## src/rtl/if_id_stage_reg_pkg.sv

```systemverilog
// Shared IF/ID definitions: datapath and counter widths, the NOP word, and the
// per-edge slot operation chosen by the rst > flush > freeze > load priority.
package if_id_stage_reg_pkg;

    localparam int          BIT_NUMBER_DEF = 32;
    localparam int          CNT_WIDTH_DEF  = 16;
    localparam logic [31:0] NOP_WORD_DEF   = 32'd0;

    typedef enum logic [1:0] {
        SLOT_RESET = 2'd0,
        SLOT_FLUSH = 2'd1,
        SLOT_HOLD  = 2'd2,
        SLOT_LOAD  = 2'd3
    } slot_op_e;

    function automatic slot_op_e slot_op(input logic rst, input logic flush, input logic freeze);
        slot_op_e op;
        if (rst) begin
            op = SLOT_RESET;
        end else if (flush) begin
            op = SLOT_FLUSH;
        end else if (freeze) begin
            op = SLOT_HOLD;
        end else begin
            op = SLOT_LOAD;
        end
        return op;
    endfunction

endpackage

```

## src/rtl/if_id_stage_reg_sat_counter.sv

```systemverilog
// Saturating up-counter with synchronous active-high reset; sticks at all-ones.
module sat_counter #(
    parameter int WIDTH = 16
) (
    input  logic             clk,
    input  logic             rst,
    input  logic             inc,
    output logic [WIDTH-1:0] count
);

    localparam logic [WIDTH-1:0] ONE = WIDTH'(1);

    logic [WIDTH-1:0] r_count;

    // count register: clear on reset, increment unless already saturated
    always_ff @(posedge clk) begin
        if (rst) begin
            r_count <= '0;
        end else if (inc && (r_count != '1)) begin
            r_count <= r_count + ONE;
        end else begin
            r_count <= r_count;
        end
    end

    assign count = r_count;

endmodule

```

## src/rtl/if_id_stage_reg.sv

```systemverilog
// IF->ID pipeline register with freeze, flush-to-bubble, valid tracking and
// saturating fetch/flush/stall performance counters.
module if_id_stage_reg
    import if_id_stage_reg_pkg::*;
#(
    parameter int                    BIT_NUMBER = BIT_NUMBER_DEF,
    parameter int                    CNT_WIDTH  = CNT_WIDTH_DEF,
    parameter logic [BIT_NUMBER-1:0] NOP_WORD   = BIT_NUMBER'(NOP_WORD_DEF)
) (
    input  logic                  clk,
    input  logic                  rst,
    input  logic                  freeze,
    input  logic                  flush,
    input  logic [BIT_NUMBER-1:0] pc_in,
    input  logic [BIT_NUMBER-1:0] instruction_in,
    output logic [BIT_NUMBER-1:0] pc,
    output logic [BIT_NUMBER-1:0] instruction,
    output logic                  valid,
    output logic [CNT_WIDTH-1:0]  fetch_count,
    output logic [CNT_WIDTH-1:0]  flush_count,
    output logic [CNT_WIDTH-1:0]  stall_count
);

    slot_op_e              w_op;
    logic [BIT_NUMBER-1:0] w_pc_next;
    logic [BIT_NUMBER-1:0] w_ins_next;
    logic                  w_valid_next;
    logic [BIT_NUMBER-1:0] r_pc;
    logic [BIT_NUMBER-1:0] r_ins;
    logic                  r_valid;

    assign w_op = slot_op(rst, flush, freeze);

    // next-slot mux; pc_in/instruction_in are only selected on a plain load,
    // so unknown inputs during flush or freeze never reach the register
    always_comb begin
        w_pc_next    = r_pc;
        w_ins_next   = r_ins;
        w_valid_next = r_valid;
        case (w_op)
            SLOT_RESET, SLOT_FLUSH: begin
                w_pc_next    = '0;
                w_ins_next   = NOP_WORD;
                w_valid_next = 1'b0;
            end
            SLOT_HOLD: begin
                w_pc_next    = r_pc;
                w_ins_next   = r_ins;
                w_valid_next = r_valid;
            end
            SLOT_LOAD: begin
                w_pc_next    = pc_in;
                w_ins_next   = instruction_in;
                w_valid_next = 1'b1;
            end
            default: begin
                w_pc_next    = '0;
                w_ins_next   = NOP_WORD;
                w_valid_next = 1'b0;
            end
        endcase
    end

    // slot register; reset is folded into the next-state mux above
    always_ff @(posedge clk) begin
        r_pc    <= w_pc_next;
        r_ins   <= w_ins_next;
        r_valid <= w_valid_next;
    end

    assign pc          = r_pc;
    assign instruction = r_ins;
    assign valid       = r_valid;

    sat_counter #(.WIDTH(CNT_WIDTH)) u_fetch_cnt (
        .clk   (clk),
        .rst   (rst),
        .inc   (w_op == SLOT_LOAD),
        .count (fetch_count)
    );

    sat_counter #(.WIDTH(CNT_WIDTH)) u_flush_cnt (
        .clk   (clk),
        .rst   (rst),
        .inc   (w_op == SLOT_FLUSH),
        .count (flush_count)
    );

    // a frozen bubble is not a stall worth counting
    sat_counter #(.WIDTH(CNT_WIDTH)) u_stall_cnt (
        .clk   (clk),
        .rst   (rst),
        .inc   ((w_op == SLOT_HOLD) && r_valid),
        .count (stall_count)
    );

endmodule

```

## config.mk

```make
export PLATFORM = sky130hd
export DESIGN_NAME = if_id_stage_reg
export DESIGN_NICKNAME = d
export VERILOG_FILES = /design/src/rtl/if_id_stage_reg_pkg.sv /design/src/rtl/if_id_stage_reg_sat_counter.sv /design/src/rtl/if_id_stage_reg.sv
export SDC_FILE = /design/constraint.sdc
export NUM_CORES = 1
export LEC_CHECK = 0
export ABC_AREA = 1
export CAP_MARGIN = 10
export CORE_MARGIN = 4
export CORE_UTILIZATION = 35
export DETAILED_ROUTE_END_ITERATION = 6
export GPL_TIMING_DRIVEN = 1
export MAX_ROUTING_LAYER = met4
export SETUP_SLACK_MARGIN = 0.2
export SLEW_MARGIN = 20
export SYNTH_ARGS = -nofsm -noshare
export SYNTH_HDL_FRONTEND = slang
export SYNTH_SLANG_ARGS = --single-unit
```

## constraint.sdc

```tcl
create_clock -name clk -period 4.3 [get_ports clk]
set_input_delay 0.86 -clock clk [delete_from_list [all_inputs] [get_ports clk]]
set_output_delay 0.86 -clock clk [all_outputs]
set_load 0.05 [all_outputs]
```

==> impl_metrics.py, run 1 <==
metrics = {
    "die": {
        "coreArea_um2": 14700,
        "num_io_pins": 181,
        "die_x_um": 131,
        "dieArea_um2": 17300,
        "start_util_pct": 36.2,
        "die_h_um": 131,
        "rows": 44,
    },
    "layout": {
        "seq_area_um2": 2910,
        "final_common_cell": "clkdlybuf4s50_1",
        "num_antenna_cells": 0,
        "fillers": 1349,
        "multi_input_area_um2": 1930,
        "area_delta_synth_final_pct": 48.7,
        "drive_above_1_share_pct": 8.13,
        "final_cell_mix": "clkdlybuf4s50_1, nor2_1, nand2_1",
        "layout.nets": 907,
        "fin_area_um2": 7920,
        "final_cells": 1033,
        "post-route-util_pct": 53.9,
    },
    "placed_design": {
        "pre_cts_slack_ns": 1.17,
        "io_buffers": 180,
        "dp.cells": 1001,
        "placed_area_um2": 7270,
        "dpl.hpwl_um": 10100,
        "gp_congestion": 0.830,
    },
    "grt": {
        "antenna_found_initial": 0,
        "grt_first_pass_wirelength_um": 22900,
        "grt_pass1_vias": 4524,
        "grt_overflow": 0,
        "grt_max_degree": 71,
        "track_usage_pct": 16.9,
    },
    "logic_synthesis": {
        "synth_top_cell_by_area": "edfxtp_1",
        "synthMuxAreaShare_pct": 0,
        "synth.top_cells.by_area": "edfxtp_1, dfxtp_1, nor2_1",
        "yosysSeqAreaShare_pct": 54.7,
        "avgSynthCellArea_um2": 8.19,
        "ys_warn_count": 0,
        "synth_xor_area_share_pct": 0.658,
        "synth-compound-area-share_pct": 3.50,
        "synth_fa_ha_area_share_pct": 0.705,
        "synth_top_area_share_pct": 36.6,
        "synthCells": 650,
        "ys_seq_elements": 113,
        "synth-simple-area-share_pct": 31.3,
        "syn_area_um2": 5330,
        "synth_nets": 721,
        "yosys.cell_types.count": 30,
        "synth_top_family_by_area": "simple AND/OR/NAND/NOR gates",
    },
    "worst_hold_path": {
        "hold_class": "flop to flop",
        "min_from": "u_flush_cnt.count[1]",
    },
    "drt": {
        "wl_um": 14000,
        "drt_iter0_markers": 254,
        "via_per_inst": 4.56,
        "firstDrtPassIters": 4,
        "wl_per_cell_um": 13.6,
        "drc": 0,
        "ant_nets": 0,
        "via_count": 4711,
    },
    "critical_path": {
        "worstPathMaxFanout": 70,
        "cp.arrival_ns": 2.94,
        "cp-end-kind": "flop",
        "required_ns": 4.59,
        "setup.worst_path.start": "rst",
        "rr_worst_depth": 6,
        "startpoint_type": "primary input",
        "endpoint": "u_fetch_cnt.count[13]",
        "worst_r2r_endpoint": "u_stall_cnt.count[14]",
        "path_class": "primary input to flop",
        "r2r-start": "u_stall_cnt.count[0]",
        "rrSetupSlack_ns": 2.56,
    },
    "clocking": {
        "cts_tree": "done",
        "numCtsBuffers": 17,
        "numClockSinks": 113,
        "cts_buffer_depth": 2,
        "post_cts_resized": 0,
        "cts_setup_buffers": 0,
        "clkLatencyLatePin_ns": 0.40,
        "hold_buffers": 0,
        "clk_pin_slew_worst_paths_ns": 0.05,
        "cts_root_buf": "clkbuf_16",
        "htreeDepth": 4,
    },
    "sta": {
        "slew_headroom_pct": 43.3,
        "finalMaxSlewViolations": 0,
        "setup_violations": 0,
        "fin_skew_ns": 0.00769,
        "fmax_ghz": 0.378,
        "worst_pin_slew_ns": 0.850,
        "post-route-min-period_ns": 2.64,
        "setup_ws_ns": 1.66,
        "rsz0062_at_grt": "no",
        "fin_tns_setup_ns": 0,
        "finalHoldViolCount": 0,
        "finalCritPeriodShare_pct": 61.5,
    },
    "status": {
        "status": "finished, final reports clean",
    },
    "pwr": {
        "share_seq_of_total_power_pct": 38.7,
        "p_int_mw": 2.40,
        "switching_share_pct": 22.7,
        "switchingPower_uw": 704,
        "p_leak_nw": 3.24,
        "p_clk_share_pct": 49.6,
        "combPwrFrac_pct": 11.7,
        "power_density_nw_per_um2": 391,
        "max-vdd-ir-drop_v": 0.000251,
    },
    "job": {
        "cap_violations": 0,
    },
}
==> layout make-up <==
cell class                      instances  share of cell area [%]
Clock inverter                         14                    2.75
Multi-Input combinational cell        419                    24.3
Timing Repair Buffer                  182                    22.9
Clock buffer                           18                    5.42
Tap cell                              184                    2.91
Inverter                              103                    4.88
Sequential cell                       113                    36.8
==> per-layer routing <==
metal  up-vias  wire (um)  global-route usage (%)
li1       2410          -                       -
met1      2107       6570                    20.9
met2       177       6170                    25.9
met3        17       1040                    5.89
met4         0        228                    5.89
met5         -          0                       -
==> through the flow <==
stage | hold WS, ns | total power, mW
floorplan | 0.714 | 1.43
global placement | 0.499 | 1.58
detailed placement | 0.513 | 1.59
CTS | 0.523 | 3.14
global route | 0.562 | 3.21
finish | 0.521 | 3.10
==> power by group through the flow <==
| stage | Sequential [mW] | Combinational (mW) | Clock, mW |
|---|---|---|---|
| 2_1_floorplan | 1.37 | 0.0565 | 0 |
| 3_3_place_gp | 1.22 | 0.363 | 0 |
| 3_5_place_dp | 1.22 | 0.364 | 0 |
| 4_1_cts | 1.20 | 0.366 | 1.58 |
| 5_1_grt | 1.20 | 0.380 | 1.63 |
| 6_report | 1.20 | 0.362 | 1.54 |
==> synth_stat cells (all sizes together) <==
master and n:
clkbuf 1, xor2 3, nand3 45, clkinv 1, inv 102, dfxtp 48
buf 14, nand3b 3, ha 3, nor2 187, nand4 5, a21oi 29
edfxtp 65, nand2 135, xnor2 1, nor3 2, o21ai 6
==> worst min path at each step <==
stage | depth (start not counted) | endpoint | slack, ns
final | 2 | u_flush_cnt.count[1] | 0.52
after global routing | 2 | u_flush_cnt.count[1] | 0.56
after CTS | 2 | u_flush_cnt.count[1] | 0.52
after detailed placement | 2 | u_flush_cnt.count[1] | 0.51
after global placement | 2 | u_flush_cnt.count[1] | 0.50
after floorplan | 2 | u_flush_cnt.count[1] | 0.71
==> critical path, stage by stage <==
cell	delay [ns]
clkdlybuf4s50_1	0.67
nor2_8	0.24
nand2_4	0.42
nor2_4	0.30
nand2_1	0.12
nor2_1	0.13
nand3_1	0.08
nand2_1	0.07
nor2_1	0.04
==> flip-flops by register name, summed over array words and instances (netlist names) <==
register and flops:
instruction 32, pc 32, u_fetch_cnt.count 16, u_flush_cnt.count 16
u_stall_cnt.count 16, valid 1
==> kinds of logic after synthesis <==
kind of cell / count (synthesis)
buffers and inverters: 118
AND/OR/NAND/NOR: 377
AO/OA/AOI/OAI: 35
flip-flops: 113
XOR/XNOR: 4
adder cells (fa/ha/maj): 3
Power figures use the tool's default switching activity.
==> run 2, diff against run 1 <==
Settings changed: PLACE_DENSITY from default to 0.67.
Clock period 4.3 ns to 2.25 ns, I/O delays scaled along.
==> impl_metrics.py, run 2 (synthesis gave the netlist of run 1 again) <==
metrics = {
    "worst_hold_path": {
        "min_to": "u_stall_cnt.count[3]",
        "min_from": "u_stall_cnt.count[3]",
        "hold_depth": 2,
        "hold_class": "flop to flop",
    },
    "drt": {
        "drc": 0,
        "wl_um": 14000,
        "via_per_inst": 4.53,
        "firstDrtPassIters": 4,
        "drt_iter0_markers": 263,
        "ant_nets": 0,
        "wl_per_cell_um": 13.5,
        "via_count": 4699,
    },
    "critical_path": {
        "startpoint_type": "flop",
        "cpMaxStageDelayCell": "clkdlybuf4s50_1",
        "path_delay_family": "buffers and inverters",
        "cp-end-kind": "output pin",
        "rr_worst_depth": 7,
        "cp_slowest_stage_delay_ns": 0.81,
        "path_class": "flop to output pin",
        "cp.arrival_ns": 1.56,
        "rrSetupSlack_ns": 0.52,
        "r2r-start": "u_stall_cnt.count[0]",
        "required_ns": 1.80,
        "crit_chain": "clkdlybuf4s50_1",
        "worst_r2r_endpoint": "u_stall_cnt.count[2]",
        "crit_buf_inv": 1,
        "worstPathMaxFanout": 1,
        "setup.worst_path.start": "instruction[19]",
    },
    "grt": {
        "grt.busiest_layer": "met2",
        "grt_max_degree": 65,
        "track_usage_pct": 16.8,
        "grt_pass1_vias": 4436,
        "grt_first_pass_wirelength_um": 22700,
        "grtUsageMet2_pct": 26.0,
        "grt_overflow": 0,
        "use_met3_pct": 5.50,
        "antenna_found_initial": 0,
        "grtUsageMet1_pct": 20.5,
    },
    "clocking": {
        "cts_buffer_depth": 2,
        "cts_root_buf": "clkbuf_16",
        "clkLatencyLatePin_ns": 0.41,
        "hold_buffers": 0,
        "numCtsBuffers": 17,
        "cts_setup_buffers": 0,
        "cts_tree": "done",
        "numClockSinks": 113,
        "clk_pin_slew_worst_paths_ns": 0.05,
        "post_cts_resized": 50,
        "htreeDepth": 4,
    },
    "pwr": {
        "switching_share_pct": 24.0,
        "share_seq_of_total_power_pct": 38.9,
        "combPwrFrac_pct": 11.7,
        "p_int_mw": 4.48,
        "max-vdd-ir-drop_v": 0.000450,
        "p_leak_nw": 3.61,
        "power_density_nw_per_um2": 742,
        "p_clk_share_pct": 49.4,
        "switchingPower_mw": 1.42,
    },
    "layout": {
        "final_common_cell": "nor2_1",
        "drive_above_1_share_pct": 8.91,
        "post-route-util_pct": 54.0,
        "area_delta_synth_final_pct": 49.0,
        "final_cells": 1037,
        "layout.nets": 911,
        "final_cell_mix": "nor2_1, nand2_1, clkdlybuf4s50_1",
        "num_antenna_cells": 0,
    },
    "die": {
        "rows": 44,
        "die_x_um": 131,
        "start_util_pct": 36.2,
        "dieArea_um2": 17300,
        "coreArea_um2": 14700,
        "die_h_um": 131,
        "num_io_pins": 181,
    },
    "placed_design": {
        "dpl.hpwl_um": 10100,
        "gp_congestion": 0.850,
        "dp.cells": 1005,
        "pre_cts_slack_ns": 0.242,
        "io_buffers": 180,
    },
    "sta": {
        "worst_pin_slew_ns": 0.547,
        "fin_tns_setup_ns": 0,
        "finalMaxSlewViolations": 0,
        "finalCritPeriodShare_pct": 89.3,
        "rsz0062_at_grt": "no",
        "fin_skew_ns": 0.00691,
        "fmax_ghz": 0.497,
        "post-route-min-period_ns": 2.01,
        "setup_ws_ns": 0.240,
        "setup_violations": 0,
        "finalHoldViolCount": 0,
        "slew_headroom_pct": 63.5,
    },
    "status": {
        "status": "finished, final reports clean",
    },
    "job": {
        "cap_violations": 0,
    },
}
run 2: metal layers:
layer  wire, um  share of wire [%]  up-vias
met5          0                  0        -
met4        161                1.1        0
met3       1190                8.4       16
met2       6430                 46      183
met1       6260                 45     2089
li1           -                  -     2411
run 2: final cells by class:
cell class	instances	area, um^2
Fill cell	1346	6760
Sequential cell	113	2910
Multi-Input combinational cell	419	1930
Timing Repair Buffer	186	1840
Clock buffer	17	425
Inverter	103	387
Tap cell	184	230
Clock inverter	15	215
run 2: worst max path at each step:
stage / end / slack (ns) / cells past startpoint
2_1_floorplan: instruction[0] / 0.44 / 3
3_3_place_gp: u_flush_cnt.count[10] / 0.25 / 9
3_5_place_dp: u_flush_cnt.count[10] / 0.24 / 9
4_1_cts: instruction[23] / 0.20 / 1
5_1_grt: pc[12] / 0.20 / 1
6_report: instruction[19] / 0.24 / 1
run 2: per-stage QoR:
stage               area [um^2]  hold slack (ns)  power (mW)
global placement           7340            0.501        3.03
floorplan                  5330            0.658        2.73
detailed placement         7340            0.499        3.04
CTS                        7920            0.506        5.97
finish                     7940            0.510        5.89
global route               7940            0.539        6.08
run 2: power by group through the flow:
stage,registers [mW],logic (mW),clock network [mW]
CTS,2.29,0.700,2.97
floorplan,2.62,0.108,0
global placement,2.33,0.699,0
finish,2.29,0.692,2.91
global route,2.30,0.728,3.05
detailed placement,2.34,0.703,0
==> run 3, diff against run 2 <==
Settings changed: PLACE_DENSITY 0.67 to default, PLACE_DENSITY_LB_ADDON from default to 0.08.
==> impl_metrics.py, run 3 (synthesis gave the netlist of run 1 again) <==
metrics = {
    "critical_path": {
        "cp-end-kind": "output pin",
        "cp.arrival_ns": 1.55,
        "crit_chain": "clkdlybuf4s50_1",
        "startpoint_type": "flop",
        "path_class": "flop to output pin",
        "required_ns": 1.80,
        "crit_buf_inv": 1,
        "worstPathMaxFanout": 1,
        "cpMaxStageDelayCell": "clkdlybuf4s50_1",
        "path_delay_family": "buffers and inverters",
        "cp_slowest_stage_delay_ns": 0.81,
    },
    "grt": {
        "track_usage_pct": 16.6,
        "grt_overflow": 0,
        "grtUsageMet1_pct": 20.2,
        "grt.busiest_layer": "met2",
        "grt_max_degree": 66,
        "grt_first_pass_wirelength_um": 22800,
        "grt_pass1_vias": 4586,
        "use_met3_pct": 4.47,
        "antenna_found_initial": 0,
        "grtUsageMet2_pct": 27.1,
    },
    "clocking": {
        "cts_setup_buffers": 0,
        "cts_root_buf": "clkbuf_16",
        "htreeDepth": 4,
        "clk_pin_slew_worst_paths_ns": 0.05,
        "cts_tree": "done",
        "clkLatencyLatePin_ns": 0.41,
        "numCtsBuffers": 17,
        "cts_buffer_depth": 2,
        "numClockSinks": 113,
        "hold_buffers": 0,
    },
    "die": {
        "start_util_pct": 36.2,
        "num_io_pins": 181,
        "dieArea_um2": 17300,
        "rows": 44,
        "die_h_um": 131,
        "die_x_um": 131,
        "coreArea_um2": 14700,
    },
    "layout": {
        "area_delta_synth_final_pct": 48.6,
        "drive_above_1_share_pct": 8.68,
        "multi_input_area_um2": 1930,
        "seq_area_um2": 2910,
        "final_cell_mix": "nor2_1, nand2_1, clkdlybuf4s50_1",
        "fillers": 1413,
        "num_antenna_cells": 0,
        "layout.nets": 911,
        "final_common_cell": "nor2_1",
    },
    "sta": {
        "fmax_ghz": 0.500,
        "rsz0062_at_grt": "no",
        "setup_ws_ns": 0.252,
        "post-route-min-period_ns": 2.00,
        "worst_pin_slew_ns": 0.544,
        "finalHoldViolCount": 0,
        "fin_skew_ns": 0.00952,
        "slew_headroom_pct": 63.7,
        "finalMaxSlewViolations": 0,
        "setup_violations": 0,
        "fin_tns_setup_ns": 0,
        "finalCritPeriodShare_pct": 88.8,
    },
    "placed_design": {
        "pre_cts_slack_ns": 0.233,
        "io_buffers": 180,
        "dpl.hpwl_um": 9820,
        "gp_congestion": 0.818,
    },
    "drt": {
        "wl_per_cell_um": 13.1,
        "drt_iter0_markers": 235,
        "firstDrtPassIters": 4,
        "ant_nets": 0,
        "via_per_inst": 4.46,
        "wl_um": 13500,
        "via_count": 4625,
        "drc": 0,
    },
    "status": {
        "status": "finished, final reports clean",
    },
    "job": {
        "cap_violations": 0,
    },
    "pwr": {
        "p_leak_nw": 3.57,
        "max-vdd-ir-drop_v": 0.000396,
        "power_density_nw_per_um2": 728,
    },
    "worst_hold_path": {
        "hold_class": "flop to flop",
    },
}
==> run 3: final cells by class <==
| type | instances | share of cell area, % |
|---|---|---|
| Sequential cell | 113 | 36.8 |
| Multi-Input combinational cell | 419 | 24.4 |
| Timing Repair Buffer | 186 | 23.2 |
| Clock buffer | 27 | 6.61 |
| Inverter | 103 | 4.88 |
| Clock inverter | 5 | 1.26 |
| Tap cell | 184 | 2.91 |
==> run 3: repair_timing <==
| item | CTS | global route |
|---|---|---|
| pin swaps | 0 | 0 |
| setup endpoints to repair | 48 | 4 |
| resized for setup | 48 | 4 |
==> run 3: worst paths after layout <==
check / start / endpoint / slack, ns / cells past startpoint
setup / recovery: pc[31] / pc[31] / 0.25 / 1
hold / removal: u_stall_cnt.count[3] / u_stall_cnt.count[3] / 0.52 / 2
setup reg to reg: u_stall_cnt.count[0] / u_stall_cnt.count[13] / 0.62 / 6
hold reg to reg: u_stall_cnt.count[3] / u_stall_cnt.count[3] / 0.52 / 2
==> run 3: power breakdown <==
part	leakage, nW	internal [mW]	switching (mW)
Clock	0.308	1.91	0.864
Combinational	2.13	0.263	0.430
Sequential	1.13	2.27	0.0274
Total	3.57	4.44	1.32
==> run 3: per-stage QoR <==
| stage | utilization, % | cell area [um^2] | hold slack, ns | instances | power (mW) |
|---|---|---|---|---|---|
| finish | 53.8 | 7920 | 0.516 | 1037 | 5.76 |
| global route | 53.8 | 7920 | 0.560 | 1037 | 5.98 |
| CTS | 53.8 | 7910 | 0.518 | 1037 | 5.84 |
| detailed placement | 49.9 | 7340 | 0.511 | 1005 | 3.04 |
| global placement | 49.9 | 7340 | 0.497 | 1005 | 3.03 |
| floorplan | - | 5330 | 0.658 | 650 | 2.73 |
==> run 3: metal layers <==
layer / wire [um] / vias to the layer above / part of all wire (%)
li1: - / 2405 / -
met1: 6330 / 2094 / 47
met2: 6550 / 118 / 48
met3: 598 / 8 / 4.4
met4: 75 / 0 / 0.55
met5: 0 / - / 0
==> run 3: tightest hold or removal path: cells and delay by family, from the launching register on <==
family           cells  cell delay, ns
AO/OA/AOI/OAI        1            0.05
flip-flops           1            0.34
AND/OR/NAND/NOR      1            0.07
==> RTL edit 1 (settings of run 1) <==
The package constant `CNT_WIDTH_DEF` goes from 16 to 14.
--- a/src/rtl/if_id_stage_reg_pkg.sv
+++ b/src/rtl/if_id_stage_reg_pkg.sv
@@ -3,7 +3,7 @@
 package if_id_stage_reg_pkg;
 
     localparam int          BIT_NUMBER_DEF = 32;
-    localparam int          CNT_WIDTH_DEF  = 16;
+    localparam int          CNT_WIDTH_DEF  = 14;
     localparam logic [31:0] NOP_WORD_DEF   = 32'd0;
 
     typedef enum logic [1:0] {
Interface: changed (resized fetch_count, flush_count and stall_count); port bits go from 181 to 175. No check against the original RTL was run, so the function may have changed too.
==> RTL edit 1 against run 1 <==
Sequential share of layout area shrank 0.34 points. Count of clock-buffer cells in the layout down 8. Combinational power is 12% higher. Cell count shrank 5.5%. First-iteration DRC count down 3.5%. Area after synthesis grew 3.5%. Cell area decreased by 3.2%. Setup slack got worse by 0.11 ns. Routed wire length down 1.4%. Clock power down 49%. Critical path depth fell by 4. Total power shrank 24%. Sequential cell count shrank 6. Critical path type unchanged. Critical endpoint is now pc[0]. Largest power group is now registers.
==> RTL edit 1: results (changes against run 1) <==
| Metric | Value |
|---|---|
| Power Combinational | 405 uW (+12%) |
| Largest net degree at the start of global routing | 47 (-34%) |
| H-tree depth | 3 (-1) |
| GPL Wtd Cong | 0.840 (+1.1%) |
| R2r setup slk | 2.75 ns (+0.19 ns) |
| Worst Setup Slack post-DPL | 1.20 ns (+0.0212 ns) |
| TritonCTS buffer count | 9 (-8) |
| Maximum fanout along the worst path | 46 (-34%) |
| Distinct cells, synth | 36 (+20%) |
| Non-CTS buffers | 177 (-2.7%) |
| Arr. time, crit path | 2.85 ns (-0.09 ns) |
| Static Leak | 2.93 nW (-9.5%) |
| Status | complete, no violations |
| Vias in the first global route | 4,374 (-3.3%) |
| RR Startpoint | u_flush_cnt.count[0] |
| CP delay by family, top | buffers and inverters |
| Port Buffer Count | 174 (-3.3%) |
| Clock buf count | 10 (-8) |
| Crit path max-delay cell type | clkdlybuf4s50_1 |
| DP HPWL | 10,600 microns (+4.5%) |
| Clk_lat worst skew | 0.35 ns (-0.05 ns) |
| FF+latch count | 107 (-5.3%) |
| Relative slew slack | 0.517 (+0.0834) |
| Sequential area share after synthesis | 0.507 (-0.0403) |
| First-pass GRT wire length | 22,200 microns (-3.0%) |
| Crit path capture | pc[0] |
| Via-to-Cell Ratio | 4.51 (-1.2%) |
| Max VDD drop | 0.165 mV (-34%) |
| Global-route usage over all layers | 0.159 (-0.00981) |
| Period utilization | 0.640 (+0.0254) |
| Data buffer area share | 0.232 (+0.00241) |
| Synth area leaders | edfxtp_1, dfxtp_1, nor2_4 |
| Seq area share | 0.364 (-0.00342) |
| Most frequent cells after synthesis | nor2_1, nand2_1, inv_1, edfxtp_1, nor2_4 |
| Initial DRC Count | 245 (-3.5%) |
| Largest power group | registers |
| Synthesized net count | 657 (-8.9%) |
| Routed WL | 13,800 microns (-1.4%) |
| Share of cells above drive strength 1 | 0.146 (+0.0651) |
| Seq pwr share | 0.490 (+0.103) |
| Reg clk slew, reported paths | 0.07 ns (+0.02 ns) |
| Fin nets | 831 (-8.4%) |
| Clock skew | 0.00458 ns (-0.00312 ns) |
| Fraction of area in multi-input gates | 0.287 (+0.0434) |
| Invs w/o clock | 93 (-9.7%) |
| Sw Ratio | 0.284 (+0.0567) |
| Fill cells | 1,420 (+5.3%) |
| Worst r2r path cells | 7 (+1) |
| Detailed Routing Iterations Pass 1 | 4 (unchanged) |
-- RTL edit 1: cell count changes after synthesis, moves of 4 or more --
cell     change
nand3_1     -10
o21ai_1      +5
a21oi_1      -5
nand2_1     -31
inv_1        -9
nand2_2      +4
buf_2        -8
dfxtp_1      -6
nor2_2       -9
buf_12       +5
nor2_1      -65
nor2_4      +54
-- RTL edit 1: how the worst min path moves through the flow --
stage                       endpoint             startpoint
2_1_floorplan  u_flush_cnt.count[11]  u_flush_cnt.count[11]
3_3_place_gp    u_flush_cnt.count[1]   u_flush_cnt.count[1]
3_5_place_dp   u_flush_cnt.count[11]  u_flush_cnt.count[11]
4_1_cts        u_flush_cnt.count[12]  u_flush_cnt.count[12]
5_1_grt        u_flush_cnt.count[12]  u_flush_cnt.count[12]
6_report       u_flush_cnt.count[11]  u_flush_cnt.count[11]
-- RTL edit 1: stage by stage --
step	power (mW)	instances	area, sq um	hold slack (ns)	utilization
final	2.34	976	7670	0.533	0.501
after floorplan	1.42	586	5510	0.715	-
after global placement	1.57	960	7390	0.504	0.482
after global routing	2.43	976	7670	0.575	0.501
after detailed placement	1.58	960	7390	0.528	0.482
after CTS	2.37	976	7670	0.536	0.501
-- RTL edit 1: routing by layer --
metal / up-vias / wire length, microns / track usage
met5: - / 0 / -
met4: 0 / 153 / 0.0474
met3: 12 / 1020 / 0.0427
li1: 2188 / - / -
met2: 151 / 6360 / 0.249
met1: 2048 / 6290 / 0.203
-- RTL edit 1: kinds of logic after synthesis --
kind of cell               synth area share
xor gates and xnor gates            0.00477
adders and majority gates           0.00681
and+or+nand+nor                       0.348
DFF                                   0.507
buffers and inverters                0.0976
AOI/OAI and AO/OA                    0.0365
==> RTL edit 2 (config.mk and constraints of run 1) <==
Made on the original files. Register the output `flush_count`, without a reset; this adds one clock of latency there. The other outputs are not delayed to match.
--- a/src/rtl/if_id_stage_reg.sv
+++ b/src/rtl/if_id_stage_reg.sv
@@ -20,6 +20,8 @@
     output logic [CNT_WIDTH-1:0]  flush_count,
     output logic [CNT_WIDTH-1:0]  stall_count
 );
+
+    logic [CNT_WIDTH-1:0] flush_count_d;
 
     slot_op_e              w_op;
     logic [BIT_NUMBER-1:0] w_pc_next;
@@ -83,7 +85,7 @@
         .clk   (clk),
         .rst   (rst),
         .inc   (w_op == SLOT_FLUSH),
-        .count (flush_count)
+        .count (flush_count_d)
     );
 
     // a frozen bubble is not a stall worth counting
@@ -94,5 +96,9 @@
         .count (stall_count)
     );
 
+    always_ff @(posedge clk) begin
+        flush_count <= flush_count_d;
+    end
+
 endmodule
 
Formal check against the unedited RTL: not equivalent (Yosys sat finds a counterexample within 4 cycles, from zero or initial values and one cycle with rst high).
==> RTL edit 2 against run 1 <==
Total power is 0.15% lower. Critical path type is now flop to output port. Clock power fell by 10%. Highest routed layer unchanged. Largest power group unchanged. Routed wire length increased by 11%. Sequential cell count up 16. Cell area rose by 4.2%. Setup slack gained 0.055 ns. Area after synthesis increased by 6.9%. Fmax up 2.1%. Global-route usage increased by 0.36 points. Critical endpoint is now fetch_count[6]. Hold slack worse by 0.14 ns. Synthesized cell count increased by 2.3%.
==> RTL edit 2: results (changes against run 1) <==
| Metric | Value |
|---|---|
| Non-Filler Instances | 1,079 (+4.5%) |
| Post-synth EDFFs | 65 (unchanged) |
| Initial DRC Count | 269 (+5.9%) |
| Synth Area in Adders | 0.00659 (-0.000457) |
| Status | complete, no violations |
| DP HPWL | 11,400 microns (+13%) |
| Fin nets | 921 (+1.5%) |
| Most frequent cells after synthesis | nor2_1, nand2_1, inv_1, edfxtp_1, dfxtp_1 |
| Hold slack | 0.378 ns (-0.143 ns) |
| Hold Crit Endpoint | flush_count[14] |
| Distinct cells, synth | 31 (+3.3%) |
| R2r endpoint | u_fetch_cnt.count[11] |
| Sequential area share after synthesis | 0.568 (+0.0208) |
| Worst Setup Slack post-DPL | 1.28 ns (+0.109 ns) |
| XOR/XNOR Fraction of Synth Area | 0.00154 (-0.00504) |
| Post-CTS Setup Inserts | 0 (unchanged) |
| RR Startpoint | u_fetch_cnt.count[0] |
| Hold Crit Depth | 0 (-2) |
| Max VDD drop | 0.266 mV (+5.8%) |
| Largest net degree at the start of global routing | 71 (unchanged) |
| Synthesized net count | 736 (+2.1%) |
| Vias | 4,929 (+4.6%) |
| Detailed Routing Iterations Pass 1 | 5 (+1) |
| First-pass GRT wire length | 24,300 microns (+5.9%) |
| Maximum fanout along the worst path | 7 (-90%) |
| Routed WL | 15,500 microns (+11%) |
| Synth area leaders | edfxtp_1, dfxtp_1, nor2_1 |
| Clock skew | 0.00718 ns (-0.000510 ns) |
| CP delay by family, top | buffers and inverters |
| Dpl cells | 1,047 (+4.6%) |
| R2r setup slk | 2.59 ns (+0.03 ns) |
| Mapped Cells | 665 (+2.3%) |
| Crit path capture | fetch_count[6] |
| Global-route usage over all layers | 0.172 (+0.00359) |
| Share of cells above drive strength 1 | 0.0846 (+0.00332) |
| Static Leak | 3.43 nW (+5.7%) |
| Post-CTS Resized | 0 (unchanged) |
| Dpl cell area | 0.00768 sq mm (+5.6%) |
| GPL Wtd Cong | 0.911 (+9.8%) |
| Worst r2r path cells | 7 (+1) |
| Arr. time, crit path | 1.73 ns (-1.21 ns) |
| CP startpoint | u_fetch_cnt.count[6] |
| Clk_lat worst skew | between 0.4 and 0.5 ns |
| Vias in the first global route | 4,740 (+4.8%) |
| Compound-cell area share of the yosys netlist | 0.0343 (-0.000731) |
| Min-delay src | u_flush_cnt.count[14] |
| Relative slew slack | 0.461 (+0.0274) |
| Max stage delay on crit path | 0.86 ns (+0.19 ns) |
| Fin crit period | 2.59 ns (-0.0550 ns) |
| Fill cells | 1,493 (+11%) |
-- RTL edit 2: cell count changes in the layout (fill, tap and decap cells not counted), moves of 5 or more --
cell,change
nor2_1,+9
bufinv_16,-5
dfxtp_1,+16
clkinv_1,-5
nand3_1,+5
nor2_2,-7
nand2_1,-17
-- RTL edit 2: layout make-up --
class	count	area [sq um]	share of cell area
clock inverters	9	78.8	0.00955
clock buffers	23	493	0.0597
multi-input cells	418	1970	0.238
flip-flops and latches	129	3230	0.392
repair buffers	181	1820	0.221
well taps	216	270	0.0327
inverters	103	389	0.0471
-- RTL edit 2: power by group --
part	internal [mW]	total, mW	switching (mW)	leakage, nW
sequential	1.33	1.35	0.0157	1.26
clock	0.863	1.38	0.514	0.286
combinational	0.137	0.367	0.230	1.88
-- RTL edit 2: routing by layer --
layer / up-vias / routed length, microns / track usage
li1: 2463 / - / -
met1: 2256 / 6730 / 0.207
met2: 191 / 7340 / 0.282
met3: 19 / 1270 / 0.0479
met4: 0 / 190 / 0.0571
met5: - / 0 / -
